### config.mk
export PLATFORM = sky130hd
export DESIGN_NAME = imm_gen_pipe
export DESIGN_NICKNAME = d
export VERILOG_FILES = /design/src/rtl/imm_gen_pipe_pkg.sv /design/src/rtl/imm_gen_pipe_extract.sv /design/src/rtl/imm_gen_pipe.sv
export SDC_FILE = /design/constraint.sdc
export NUM_CORES = 1
export LEC_CHECK = 0
export ABC_AREA = 1
export CAP_MARGIN = 20
export CORE_MARGIN = 3
export CORE_UTILIZATION = 30
export DETAILED_ROUTE_END_ITERATION = 8
export PLACE_DENSITY_LB_ADDON = 0.2
export SYNTH_ARGS = -nofsm -noshare
export SYNTH_HDL_FRONTEND = slang
export SYNTH_HIERARCHICAL = 1
export SYNTH_SLANG_ARGS = --single-unit
### constraint.sdc
create_clock -name clk -period 5.1 [get_ports clk]
set_input_delay 1.02 -clock clk [delete_from_list [all_inputs] [get_ports clk]]
set_output_delay 1.02 -clock clk [all_outputs]
set_load 0.005 [all_outputs]
### src/rtl/imm_gen_pipe_pkg.sv
// Shared definitions for the pipelined immediate generator: format encodings
// and the layout of one output-buffer entry.
package imm_pkg;

  localparam logic [2:0] EXT_I   = 3'd0;
  localparam logic [2:0] EXT_U   = 3'd1;
  localparam logic [2:0] EXT_S   = 3'd2;
  localparam logic [2:0] EXT_B   = 3'd3;
  localparam logic [2:0] EXT_J   = 3'd4;
  localparam logic [2:0] EXT_Z   = 3'd5;
  localparam logic [2:0] EXT_SH  = 3'd6;
  localparam logic [2:0] EXT_ILL = 3'd7;

  // Entries are sized for the widest legal XLEN; narrower builds use the low bits.
  localparam int IMM_MAX_W = 64;

  typedef struct packed {
    logic                 illegal;
    logic [31:0]          instr;
    logic [IMM_MAX_W-1:0] imm;
  } imm_entry_t;

endpackage

### src/rtl/imm_gen_pipe_extract.sv
// Combinational immediate extraction for all RISC-V immediate formats,
// sign- or zero-extended to XLEN.
module imm_extract
  import imm_pkg::*;
#(
  parameter int XLEN = 32
) (
  input  logic [31:0]     instr,
  input  logic [2:0]      ext_op,
  output logic [XLEN-1:0] imm,
  output logic            illegal
);

  localparam int SH_W = (XLEN == 64) ? 6 : 5;

  logic [11:0] w_i_raw;
  logic [31:0] w_u_raw;
  logic [11:0] w_s_raw;
  logic [12:0] w_b_raw;
  logic [20:0] w_j_raw;
  logic        w_unused;

  assign w_i_raw = instr[31:20];
  assign w_u_raw = {instr[31:12], 12'b0};
  assign w_s_raw = {instr[31:25], instr[11:7]};
  assign w_b_raw = {instr[31], instr[7], instr[30:25], instr[11:8], 1'b0};
  assign w_j_raw = {instr[31], instr[19:12], instr[20], instr[30:21], 1'b0};
  // The major opcode never contributes to an immediate.
  assign w_unused = ^instr[6:0];

  // Format mux; the reserved encoding yields zero and flags the request.
  always_comb begin
    imm     = {XLEN{1'b0}};
    illegal = 1'b0;
    case (ext_op)
      EXT_I:   imm = XLEN'($signed(w_i_raw));
      EXT_U:   imm = XLEN'($signed(w_u_raw));
      EXT_S:   imm = XLEN'($signed(w_s_raw));
      EXT_B:   imm = XLEN'($signed(w_b_raw));
      EXT_J:   imm = XLEN'($signed(w_j_raw));
      EXT_Z:   imm = XLEN'(instr[19:15]);
      EXT_SH:  imm = XLEN'(instr[19+SH_W:20]);
      EXT_ILL: illegal = 1'b1;
      default: begin
        imm     = {XLEN{1'b0}};
        illegal = 1'b0;
      end
    endcase
  end

endmodule

### src/rtl/imm_gen_pipe.sv
// Decode-side immediate generator with a small circular output buffer so that
// decode can keep issuing while execute stalls; also counts illegal requests.
module imm_gen_pipe
  import imm_pkg::*;
#(
  parameter int XLEN  = 32,
  parameter int DEPTH = 2,
  parameter int CNT_W = 8
) (
  input  logic             clk,
  input  logic             rst,
  input  logic             flush,
  input  logic             in_valid,
  output logic             in_ready,
  input  logic [31:0]      instr,
  input  logic [2:0]       ext_op,
  output logic             out_valid,
  input  logic             out_ready,
  output logic [XLEN-1:0]  imm,
  output logic [31:0]      out_instr,
  output logic             out_illegal,
  output logic [CNT_W-1:0] illegal_cnt
);

  localparam int             PTR_W     = (DEPTH > 1) ? $clog2(DEPTH) : 1;
  localparam logic [PTR_W:0] FULL_CNT  = (PTR_W + 1)'(DEPTH);
  localparam logic [PTR_W:0] EMPTY_CNT = {(PTR_W + 1){1'b0}};

  imm_entry_t       r_buf [DEPTH];
  logic [PTR_W-1:0] r_wr_ptr;
  logic [PTR_W-1:0] r_rd_ptr;
  logic [PTR_W:0]   r_count;
  logic [CNT_W-1:0] r_ill_cnt;

  logic [XLEN-1:0]  w_imm;
  logic             w_illegal;
  logic             w_push;
  logic             w_pop;
  imm_entry_t       w_head;
  logic             w_unused;

  imm_extract #(
    .XLEN (XLEN)
  ) u_extract (
    .instr   (instr),
    .ext_op  (ext_op),
    .imm     (w_imm),
    .illegal (w_illegal)
  );

  // Readiness comes from registered occupancy only, never from out_ready.
  assign in_ready  = (r_count != FULL_CNT);
  assign out_valid = (r_count != EMPTY_CNT);
  assign w_push    = in_valid && in_ready;
  assign w_pop     = out_valid && out_ready;

  assign w_head      = r_buf[r_rd_ptr];
  assign imm         = w_head.imm[XLEN-1:0];
  assign out_instr   = w_head.instr;
  assign out_illegal = w_head.illegal;
  assign illegal_cnt = r_ill_cnt;
  assign w_unused    = ^w_head.imm;

  // Circular buffer storage, pointers and occupancy; flush wins over push/pop.
  always_ff @(posedge clk or posedge rst) begin
    if (rst) begin
      r_wr_ptr <= {PTR_W{1'b0}};
      r_rd_ptr <= {PTR_W{1'b0}};
      r_count  <= EMPTY_CNT;
      for (int i = 0; i < DEPTH; i++) begin
        r_buf[i] <= '0;
      end
    end else if (flush) begin
      r_wr_ptr <= {PTR_W{1'b0}};
      r_rd_ptr <= {PTR_W{1'b0}};
      r_count  <= EMPTY_CNT;
    end else begin
      if (w_push) begin
        r_buf[r_wr_ptr] <= '{illegal: w_illegal,
                             instr:   instr,
                             imm:     IMM_MAX_W'(w_imm)};
        r_wr_ptr        <= r_wr_ptr + PTR_W'(1);
      end
      if (w_pop) begin
        r_rd_ptr <= r_rd_ptr + PTR_W'(1);
      end
      case ({w_push, w_pop})
        2'b10:   r_count <= r_count + (PTR_W + 1)'(1);
        2'b01:   r_count <= r_count - (PTR_W + 1)'(1);
        default: r_count <= r_count;
      endcase
    end
  end

  // Saturating illegal-request counter; a flushed request was never accepted.
  always_ff @(posedge clk or posedge rst) begin
    if (rst) begin
      r_ill_cnt <= {CNT_W{1'b0}};
    end else if (w_push && w_illegal && !flush && (r_ill_cnt != {CNT_W{1'b1}})) begin
      r_ill_cnt <= r_ill_cnt + CNT_W'(1);
    end else begin
      r_ill_cnt <= r_ill_cnt;
    end
  end

endmodule
# Word level (Yosys, flattened, before mapping)
# Index checks and enable logic that the tools add are counted.
classes:
  addsub: 5
  n_lt_le_gt_ge: 3
  n_eq_ne: 11
  n_mux: 14
  bitwise: 3
  reduce_logical: 13
ops:
  columns: ["operator", "n"]
  rows:
  - ["two-way mux 97 bit", 4]
  - ["case mux 32 bit (7 select lines)", 1]
  - ["bitwise mux 194 bit", 1]
  - ["demux 97 bit (select 1 bit)", 1]
  - ["equality test 3 bit, second input constant", 4]
  - ["adder 8 x 1 -> 8 bit, second input constant", 1]
  - ["inequality test 8 bit, second input constant", 1]
  - ["equality test 3 x 2 -> 1 bit, second input constant", 2]
  - ["logical AND 1 bit", 6]
  - ["nonzero test 2 bit", 3]
  - ["two-way mux 1 bit", 5]
  - [">= comparator 2 bit, second input constant", 2]
  - ["inverter 1 -> 2 bit", 2]
  - ["case mux 2 bit (2 select lines)", 1]
  - ["equality test 3 x 1 -> 1 bit, second input constant", 1]
  - ["logical NOT 3 bit", 1]
  - ["nonzero test 3 bit", 1]
  - ["adder 1 bit, second input constant", 2]
  - ["adder 2 x 1 -> 2 bit, second input constant", 1]
  - ["equality test 2 x 1 -> 1 bit, second input constant", 1]
  - ["equality test 2 bit, second input constant", 1]
  - ["< comparator 2 x 1 -> 1 bit, second input constant", 1]
  - ["two-way mux 2 bit", 1]
  - ["inequality test 2 bit, second input constant", 1]
  - ["4 further kinds", 4]
totals:
  register_bits: 206
  in_bits: 40
  out_inout_bits: 75
  elab_cells: 59

# Longest topological paths before layout
# Gate-level depths: netlist of the first run.
depth:
  depth_word: 6
  ltp_mapped: 9
  ltp_nobuf: 8

# Cells and area by module
# The synthesis of the first run kept the hierarchy.
by_module_without_submodules:
  columns: ["module", "instances", "cells_each", "area_each_um2", "seq_area_each_um2"]
  rows:
  - ["imm_gen_pipe", 1, 788, 6447.4, 3553.4]
  - ["imm_extract", 1, 104, 467.9, 0.0]

# Worst setup path after synthesis of the first run
# Ideal clock, no wire load.
synth_timing:
  path_kind: "register to output"
  from: "register r_rd_ptr"
  to: "output imm[0]"
  t_arrival_ps: 979
  required_time_ps: 4080
  path_slack_ps: 3101
  stages_incl_launch_ff: 7
  path_buffers: 3
  cell_sequence: "dfrtp_1 -> clkbuf_1 -> inv_1 -> buf_2 -> buf_2 -> nand2_1 -> nand2_1"
synth_via:
  elab_chain_len: 4
synth_lines:
  columns: ["element", "line_no", "rtl"]
  rows:
  - ["start: declaration", "imm_gen_pipe.sv:31", "logic [PTR_W-1:0] r_rd_ptr;"]
  - ["start signal: assignment", "imm_gen_pipe.sv:68", "r_rd_ptr <= {PTR_W{1'b0}};"]
  - ["start signal: assignment", "imm_gen_pipe.sv:75", "r_rd_ptr <= {PTR_W{1'b0}};"]
  - ["start signal: assignment", "imm_gen_pipe.sv:85", "r_rd_ptr <= r_rd_ptr + PTR_W'(1);"]
  - ["inverter 1 -> 2 bit (implied by the code)", "imm_gen_pipe.sv:57", "assign w_head = r_buf[r_rd_ptr];"]
  - ["two-way mux 97 bit (implied by the code) (3 in a row)", "imm_gen_pipe.sv:57", null]
  - ["end: declaration", "imm_gen_pipe.sv:19", "output logic [XLEN-1:0] imm,"]
# Every way passes these cells. The select of a mux whose other input is x is not followed.

# Final worst setup path of the first run
layout_timing:
  from: "register r_rd_ptr"
  to: "output imm[11]"
# Same word-level chain as after synthesis.

==> results of run 1 <==
how the worst max path moves through the flow:
stage / end / slack, ps / cells after the start
floorplan: illegal_cnt[0] / 270 / 1
global placement: imm[20] / 1940 / 5
detailed placement: imm[25] / 1900 / 5
CTS: imm[25] / 1450 / 5
global route: out_instr[31] / 1680 / 4
finish: imm[11] / 1850 / 4
metal layers:
layer  GRT usage (%)  share of wire (%)
met1            21.2                 50
met2            23.7                 45
met3            3.69                3.9
met4            3.47               0.96
met5               0               0.11
where the power goes:
part / internal, mW / switching (mW) / leakage (nW) / total, mW
logic: 0.748 / 0.749 / 2.31 / 1.50
clock network: 0.742 / 0.512 / 0.286 / 1.25
registers: 1.55 / 0.233 / 1.81 / 1.78
through the flow:
stage | utilization [%] | setup WS [ps] | instances | hold WS (ps) | area (sq um)
6_report | 39.6 | 1850 | 1278 | 480 | 8800
5_1_grt | 39.6 | 1680 | 1278 | 502 | 8800
4_1_cts | 39.5 | 1450 | 1277 | 482 | 8780
3_5_place_dp | 36.8 | 1900 | 1245 | 468 | 8180
3_3_place_gp | 36.8 | 1940 | 1245 | 465 | 8180
2_1_floorplan | - | 270 | 892 | 453 | 6920
cells in the final DEF (no fill, tap or decap), types with 3 or more instances in the layout:
master           count
nand2_4              3
clkinvlp_4           3
o21ai_0             66
nor2_1              19
nand2_1            401
clkbuf_16           17
dfrtp_1            141
inv_1               86
a21oi_1              3
o21ai_1             45
o21ai_2             25
xnor2_1              6
buf_4                6
inv_2                5
clkdlybuf4s50_1    114
inv_6                5
nand3_1             26
nand2_2              7
cell usage after synthesis (all sizes together):
cell / number
o21ai: 136
a21oi: 3
clkbuf: 15
nand2: 411
nor3: 1
buf: 33
dfrtp: 142
inv: 92
nand4: 2
nor2: 22
ha: 1
xnor2: 6
nand3: 28
registers in the layout (all words and copies together), names as in the netlist:
name,cells
illegal_cnt,8
r_buf,130
r_count,2
r_rd_ptr,1
r_wr_ptr,1
layout make-up:
type | count | area, sq um | area share, %
clock buffer | 18 | 439 | 4.99
clock inverter | 14 | 156 | 1.78
inverter | 92 | 350 | 3.98
multi-input combinational | 610 | 2720 | 30.9
sequential | 142 | 3550 | 40.4
tap | 280 | 350 | 3.98
timing repair buffer | 122 | 1230 | 13.9
worst max-delay path: stages, from the launching register on:
cell and delay [ps]:
dfrtp_2 360, buf_4 660, nand2_1 110, nand2_1 160, clkdlybuf4s50_1 520
logic make-up (layout without fill, tap and decap cells):
logic type	count (synthesis)	count (layout)
buf+inv	140	246
xor+xnor	6	6
simple gates	464	464
fa+ha+maj	1	1
compound gates	139	139
flops	142	142
==> impl_metrics.yaml, run 1 <==
yosys:
  netlist.area_leader.share_pct: 51.4
  synth_seq_area_share_pct: 51.4
  synth_top_family_by_area: "simple AND/OR/NAND/NOR gates"
  ys_ff_latch: 142
  syn-cell-area_sq_um: 6920
  synthMuxAreaShare_pct: 0
  synth_xor_area_share_pct: 0.760
  yosys_warnings: 6
  syn_avg_cell_area_sq_um: 7.75
  synthDistinctLibCells: 26
  synth_fp_nets: 933
  yosys.area_share.simple_pct: 26.9
  synth_top_area_cell: "dfrtp_1"
  yosys-top-cells-area: "dfrtp_1, nand2_1, inv_1"
  synth_cells: 892
  synth-adder-area-share_pct: 0.181
  synth_compound_area_share_pct: 11.4
setup_path:
  crit_path_end_kind: "output port"
  worstPathMaxFanout: 67
  arrival_ps: 2230
  r2r_slack_ps: 3120
  worst_setup_path_start_kind: "flop"
  critPathKind: "flop to output port"
  r2r-start: "r_count[1]"
  startpoint: "r_rd_ptr"
  r2r-end: "r_buf[20]"
  cp.required_ps: 4080
  r2r_cells: 5
cts:
  post_cts_resize_count: 0
  cts_setup_buffers: 0
  cts.clk_slew.worst_paths_ps: 60
  cts_hold_buffers: 0
  clkLatencyLatePin_ps: 420
  cts_buffers: 17
  clock-sinks: 142
  ctsLongestPathBuffers: 2
  tritoncts: "done"
  cts_root_buf: "clkbuf_16"
  cts_max_level: 4
timing:
  tightest_slew_ps: 819
  slew_headroom_pct: 45.4
  finalSetupTns_ps: 0
  rsz0062_at_grt: "no"
  layout_worst_path_cycle_share_pct: 63.7
  final_max_slew_viol_count: 0
  setup_viol: 0
  timing_hold_violations_final: 0
  finClkSkew_ps: 9.28
  max_freq_mhz: 308
  period_needed_ps: 3250
hold_path:
  min_path_cells: 2
  worstHoldEndpoint: "r_buf[172]"
  hold_path_class: "flop to flop"
  hold_start: "r_buf[172]"
pwr:
  p_total_mw: 4.53
  leakage_nw: 4.41
  ir_worst_vdd_uv: 228
  power.density_nw_per_um2: 515
cells_and_area:
  drive_gt1_share_pct: 8.82
  fillers: 2339
  layout.nets: 1026
  area.growth.synth_to_final_pct: 27.2
  antenna_cells: 0
die:
  ios: 115
  rows: 54
  start_util_pct: 31.1
  die_x_microns: 158
  die_area_sq_um: 24900
  die_h_microns: 158
  core_sq_um: 22200
global_route:
  grt_util_all_layers_pct: 15.1
  grt_max_degree: 81
  antenna_found_initial: 1
  grt_pass1_vias: 5565
  grt_pass1_wl_microns: 29600
  overflow: 0
drt:
  drc: 0
  postRouteAntennaNets: 0
  viasPerCell: 4.40
  drt_pass1_iterations: 5
  drtIter0Drc: 332
  wl_per_cell_microns: 14.0
  routed_wl_microns: 17900
  vias: 5629
run_status:
  status: "finished, final reports clean"
placed_design:
  portBuffers: 114
  dp.final_hpwl_microns: 11800
  place_congestion: 0.762
job:
  maxCapViolCount: 0
(Power assumes the default switching activity.)
==> run 2, diff against run 1 <==
clock period = 2.7 ns   (was 5.1 ns; I/O delays follow)
==> run 2 against run 1 <==
  * Clock power is 83% higher
  * Routed wire length is 3.9% higher
  * Final cell count is 0.63% higher
  * Die area stayed put
  * Global-route usage is 0.54 points higher
  * Hold slack better by 0.89 ps
  * Total power is 89% higher
  * Register-to-register slack worse by 1900 ps
  * Critical endpoint is now out_instr[11]
==> impl_metrics.yaml, run 2 (synthesized netlist as in run 1, its figures left out) <==
run_status:
  status: "finished, final reports clean"
setup_path:
  cp.depth: 5
  crit_path_end_kind: "output port"
  critPathKind: "flop to output port"
  worst_setup_path_start_kind: "flop"
  worstPathMaxFanout: 30
  max_stage_delay_ps: 520
  cp_top_family: "buffers and inverters"
  cp_num_buf_inv: 3
  crit_chain: "clkinv_2 > buf_12 > nand2_1 > nand2_1 > clkdlybuf4s50_1"
  path_common_cell: "nand2_1"
  arrival_ps: 2000
  r2r_cells: 6
  crit_slowest_cell: "clkdlybuf4s50_1"
  cp.required_ps: 2160
global_route:
  grt_util_all_layers_pct: 15.6
  grt_pass1_vias: 5475
  overflow: 0
  antenna_found_initial: 1
  grt_max_degree: 71
  grt_pass1_wl_microns: 30400
cts:
  ctsLongestPathBuffers: 2
  clkLatencyLatePin_ps: 420
  clock-sinks: 142
  cts_hold_buffers: 0
  cts.clk_slew.worst_paths_ps: 60
  tritoncts: "done"
  cts_buffers: 17
  cts_root_buf: "clkbuf_16"
  post_cts_resize_count: 0
  cts_max_level: 4
  cts_setup_buffers: 0
die:
  rows: 54
  start_util_pct: 31.1
  ios: 115
  die_h_microns: 158
  die_area_sq_um: 24900
  core_sq_um: 22200
  die_x_microns: 158
placed_design:
  dpl_cell_area_sq_um: 8400
  dp.final_hpwl_microns: 12400
  place_congestion: 0.781
  dp_cells: 1254
  portBuffers: 114
cells_and_area:
  regMostFlops: "r_buf"
  drive_gt1_share_pct: 9.44
  final_area_sq_um: 8980
  final_common_cell: "nand2_1"
  layout.nets: 1034
  ff_latch_area_sq_um: 3550
  multiInputGateArea_sq_um: 2720
  largest_reg_flops: 130
  finalNonFillerCells: 1286
  final_cell_mix: "nand2_1, dfrtp_1, clkdlybuf4s50_1"
  area.growth.synth_to_final_pct: 29.8
  antenna_cells: 0
  fillers: 2306
timing:
  finClkSkew_ps: 9.39
  setup_viol: 0
  max_freq_mhz: 393
  tightest_slew_ps: 753
  layout_worst_path_cycle_share_pct: 94.2
  rsz0062_at_grt: "no"
  slew_headroom_pct: 49.7
  finalSetupTns_ps: 0
  final_max_slew_viol_count: 0
  timing_hold_violations_final: 0
  period_needed_ps: 2540
  hold_slack_ps: 481
hold_path:
  min_path_cells: 2
  hold_path_class: "flop to flop"
pwr:
  leakage_nw: 4.48
  power.density_nw_per_um2: 955
  ir_worst_vdd_uv: 408
  p_total_mw: 8.57
drt:
  wl_per_cell_microns: 14.4
  postRouteAntennaNets: 0
  routed_wl_microns: 18600
  viasPerCell: 4.44
  drt_pass1_iterations: 5
  vias: 5714
  drc: 0
  drtIter0Drc: 338
job:
  maxCapViolCount: 0
[run 2: worst paths after layout]
check                          startpoint              to  slack, ps
hold / removal                 r_buf[128]      r_buf[128]        480
setup reg to reg           illegal_cnt[0]  illegal_cnt[6]       1200
max in group asynchronous             rst        r_buf[4]       1500
hold reg to reg                r_buf[128]      r_buf[128]        480
setup / recovery                 r_rd_ptr   out_instr[11]        160
min in group asynchronous             rst       r_buf[18]        610
[run 2: layout make-up]
class | instances | share of cell area [%]
Multi-Input combinational cell | 610 | 30.3
Clock buffer | 18 | 4.78
Inverter | 92 | 3.90
Timing Repair Buffer | 130 | 15.9
Clock inverter | 14 | 1.62
Sequential cell | 142 | 39.6
Tap cell | 280 | 3.90
[run 2: worst reg2reg max path: stages (launching register included)]
cell and delay (ps):
dfrtp_1 410, ha_1 260, nand3_1 100, nand2_1 280, inv_1 190, nand2_1 100, nand2_1 50
[run 2: through the flow]
step | utilization, % | setup WS (ps)
after global placement | 37.8 | 338
after CTS | 40.4 | 37.2
final | 40.4 | 155
after detailed placement | 37.8 | 279
after global routing | 40.4 | 50.2
after floorplan | - | 383
[run 2: per-layer routing]
metal	global-route usage (%)	share of wire, %
met5	0	0.070
met4	4.59	1.1
met3	3.31	4.9
met2	23.2	44
met1	23.0	50
[run 2: power by group]
| group | switching, mW | internal (mW) | total (mW) |
|---|---|---|---|
| Combinational | 1.44 | 1.47 | 2.91 |
| Clock | 0.934 | 1.36 | 2.29 |
| Sequential | 0.439 | 2.92 | 3.36 |
| Total | 2.81 | 5.75 | 8.57 |
==> run 3, diff against run 2 <==
GPL_TIMING_DRIVEN = 0   (was unset)
==> run 3 against run 2 <==
  * Register-to-register slack got worse by 50 ps
  * Via count rose by 6.0%
  * Clock skew fell by 4.2 ps
  * Critical endpoint is now out_instr[24]
==> impl_metrics.yaml, run 3 (synthesized netlist as in run 1, its figures left out) <==
run_status:
  status: "finished, final reports clean"
timing:
  final_max_slew_viol_count: 0
  setup_viol: 0
  finalSetupTns_ps: 0
  period_needed_ps: 2580
  tightest_slew_ps: 575
  finClkSkew_ps: 5.19
  layout_worst_path_cycle_share_pct: 95.7
  rsz0062_at_grt: "no"
  max_freq_mhz: 387
  worst_slack_ps: 116
  slew_headroom_pct: 61.7
  timing_hold_violations_final: 0
cells_and_area:
  area.growth.synth_to_final_pct: 32.5
  fillers: 2287
  largest_reg_flops: 130
  post-route-util_pct: 41.2
  final_common_cell: "nand2_1"
  drive_gt1_share_pct: 11.5
  multiInputGateArea_sq_um: 2710
  layout.nets: 1068
  regMostFlops: "r_buf"
  final_cell_mix: "nand2_1, dfrtp_1, clkdlybuf4s50_1"
  antenna_cells: 0
  ff_latch_area_sq_um: 3550
setup_path:
  critPathKind: "flop to output port"
  worstPathMaxFanout: 10
  startpoint: "r_rd_ptr"
  r2r-end: "r_buf[98]"
  arrival_ps: 2040
  r2r_cells: 7
  r2r-start: "r_count[0]"
  worst_setup_path_start_kind: "flop"
  crit_path_end_kind: "output port"
  r2r_slack_ps: 1150
  crit_end: "out_instr[24]"
  cp.required_ps: 2160
placed_design:
  portBuffers: 113
  preCtsSetupSlack_ps: 180
  place_congestion: 0.802
  dp.final_hpwl_microns: 15500
die:
  start_util_pct: 31.1
  die_area_sq_um: 24900
  ios: 115
  die_h_microns: 158
  core_sq_um: 22200
  die_x_microns: 158
  rows: 54
drt:
  routed_wl_microns: 20900
  wl_per_cell_microns: 15.8
  drt_pass1_iterations: 4
  viasPerCell: 4.59
  drc: 0
  vias: 6057
  postRouteAntennaNets: 0
  drtIter0Drc: 311
cts:
  cts_buffers: 17
  clock-sinks: 142
  cts_max_level: 4
  cts_setup_buffers: 0
  cts.clk_slew.worst_paths_ps: 60
  cts_root_buf: "clkbuf_16"
  ctsLongestPathBuffers: 2
  cts_hold_buffers: 0
  clkLatencyLatePin_ps: 420
  tritoncts: "done"
global_route:
  antenna_found_initial: 1
  met1_usage_pct: 24.4
  grt_pass1_vias: 5812
  grt_busiest_layer: "met2"
  grt_max_degree: 39
  grt_use_met2_pct: 26.5
  grt_util_met3_pct: 3.34
  grt_util_all_layers_pct: 17.4
  overflow: 0
  grt_pass1_wl_microns: 33000
pwr:
  p_total_mw: 8.94
  ir_worst_vdd_uv: 482
  leakage_nw: 4.60
  power.density_nw_per_um2: 976
job:
  maxCapViolCount: 0
hold_path:
  hold_path_class: "flop to flop"
run 3: worst max-delay path: stages, from the launching register on:
cell,delay (ps)
dfrtp_2,450
buf_4,230
clkbuf_4,240
nand2_1,70
nand2_1,120
clkdlybuf4s50_1,520
run 3: report_power, final:
part	internal, mW	leakage, nW	switching [mW]
logic	1.53	2.49	1.55
registers	2.93	1.81	0.438
clock network	1.61	0.301	0.895
run 3: worst min-delay path by stage:
| stage | startpoint | end | cells past startpoint |
|---|---|---|---|
| after floorplan | r_buf[0] | r_buf[0] | 2 |
| after global placement | r_buf[17] | r_buf[17] | 2 |
| after detailed placement | r_buf[128] | r_buf[128] | 2 |
| after CTS | r_buf[128] | r_buf[128] | 2 |
| after global routing | r_buf[176] | r_buf[176] | 2 |
| final | r_buf[128] | r_buf[128] | 2 |
run 3: final cells by class:
type	count	area share, %
buffer	47	3.82
clock buffer	21	5.14
clock inverter	10	1.76
inverter	92	3.81
multi-input combinational	610	29.6
sequential	142	38.8
tap	280	3.82
timing repair buffer	117	13.2
run 3: metal layers:
metal,vias up,wire length (microns)
li1,3017,-
met1,2859,9790
met2,150,9500
met3,29,1070
met4,2,508
met5,-,13
run 3: stage by stage:
step                instances  cell area, sq um  hold slack (ps)
global placement         1285              8400              466
global route             1319              9160              493
floorplan                 892              6920              453
CTS                      1319              9140              482
detailed placement       1289              8480              467
finish                   1319              9160              479
run 3: repair_timing:
| action | 4_1_cts | 5_1_grt |
|---|---|---|
| endpoints found under the hold margin | 0 | 0 |
| endpoints found under the setup margin | 62 | 29 |
| gates resized for setup | 14 | 6 |
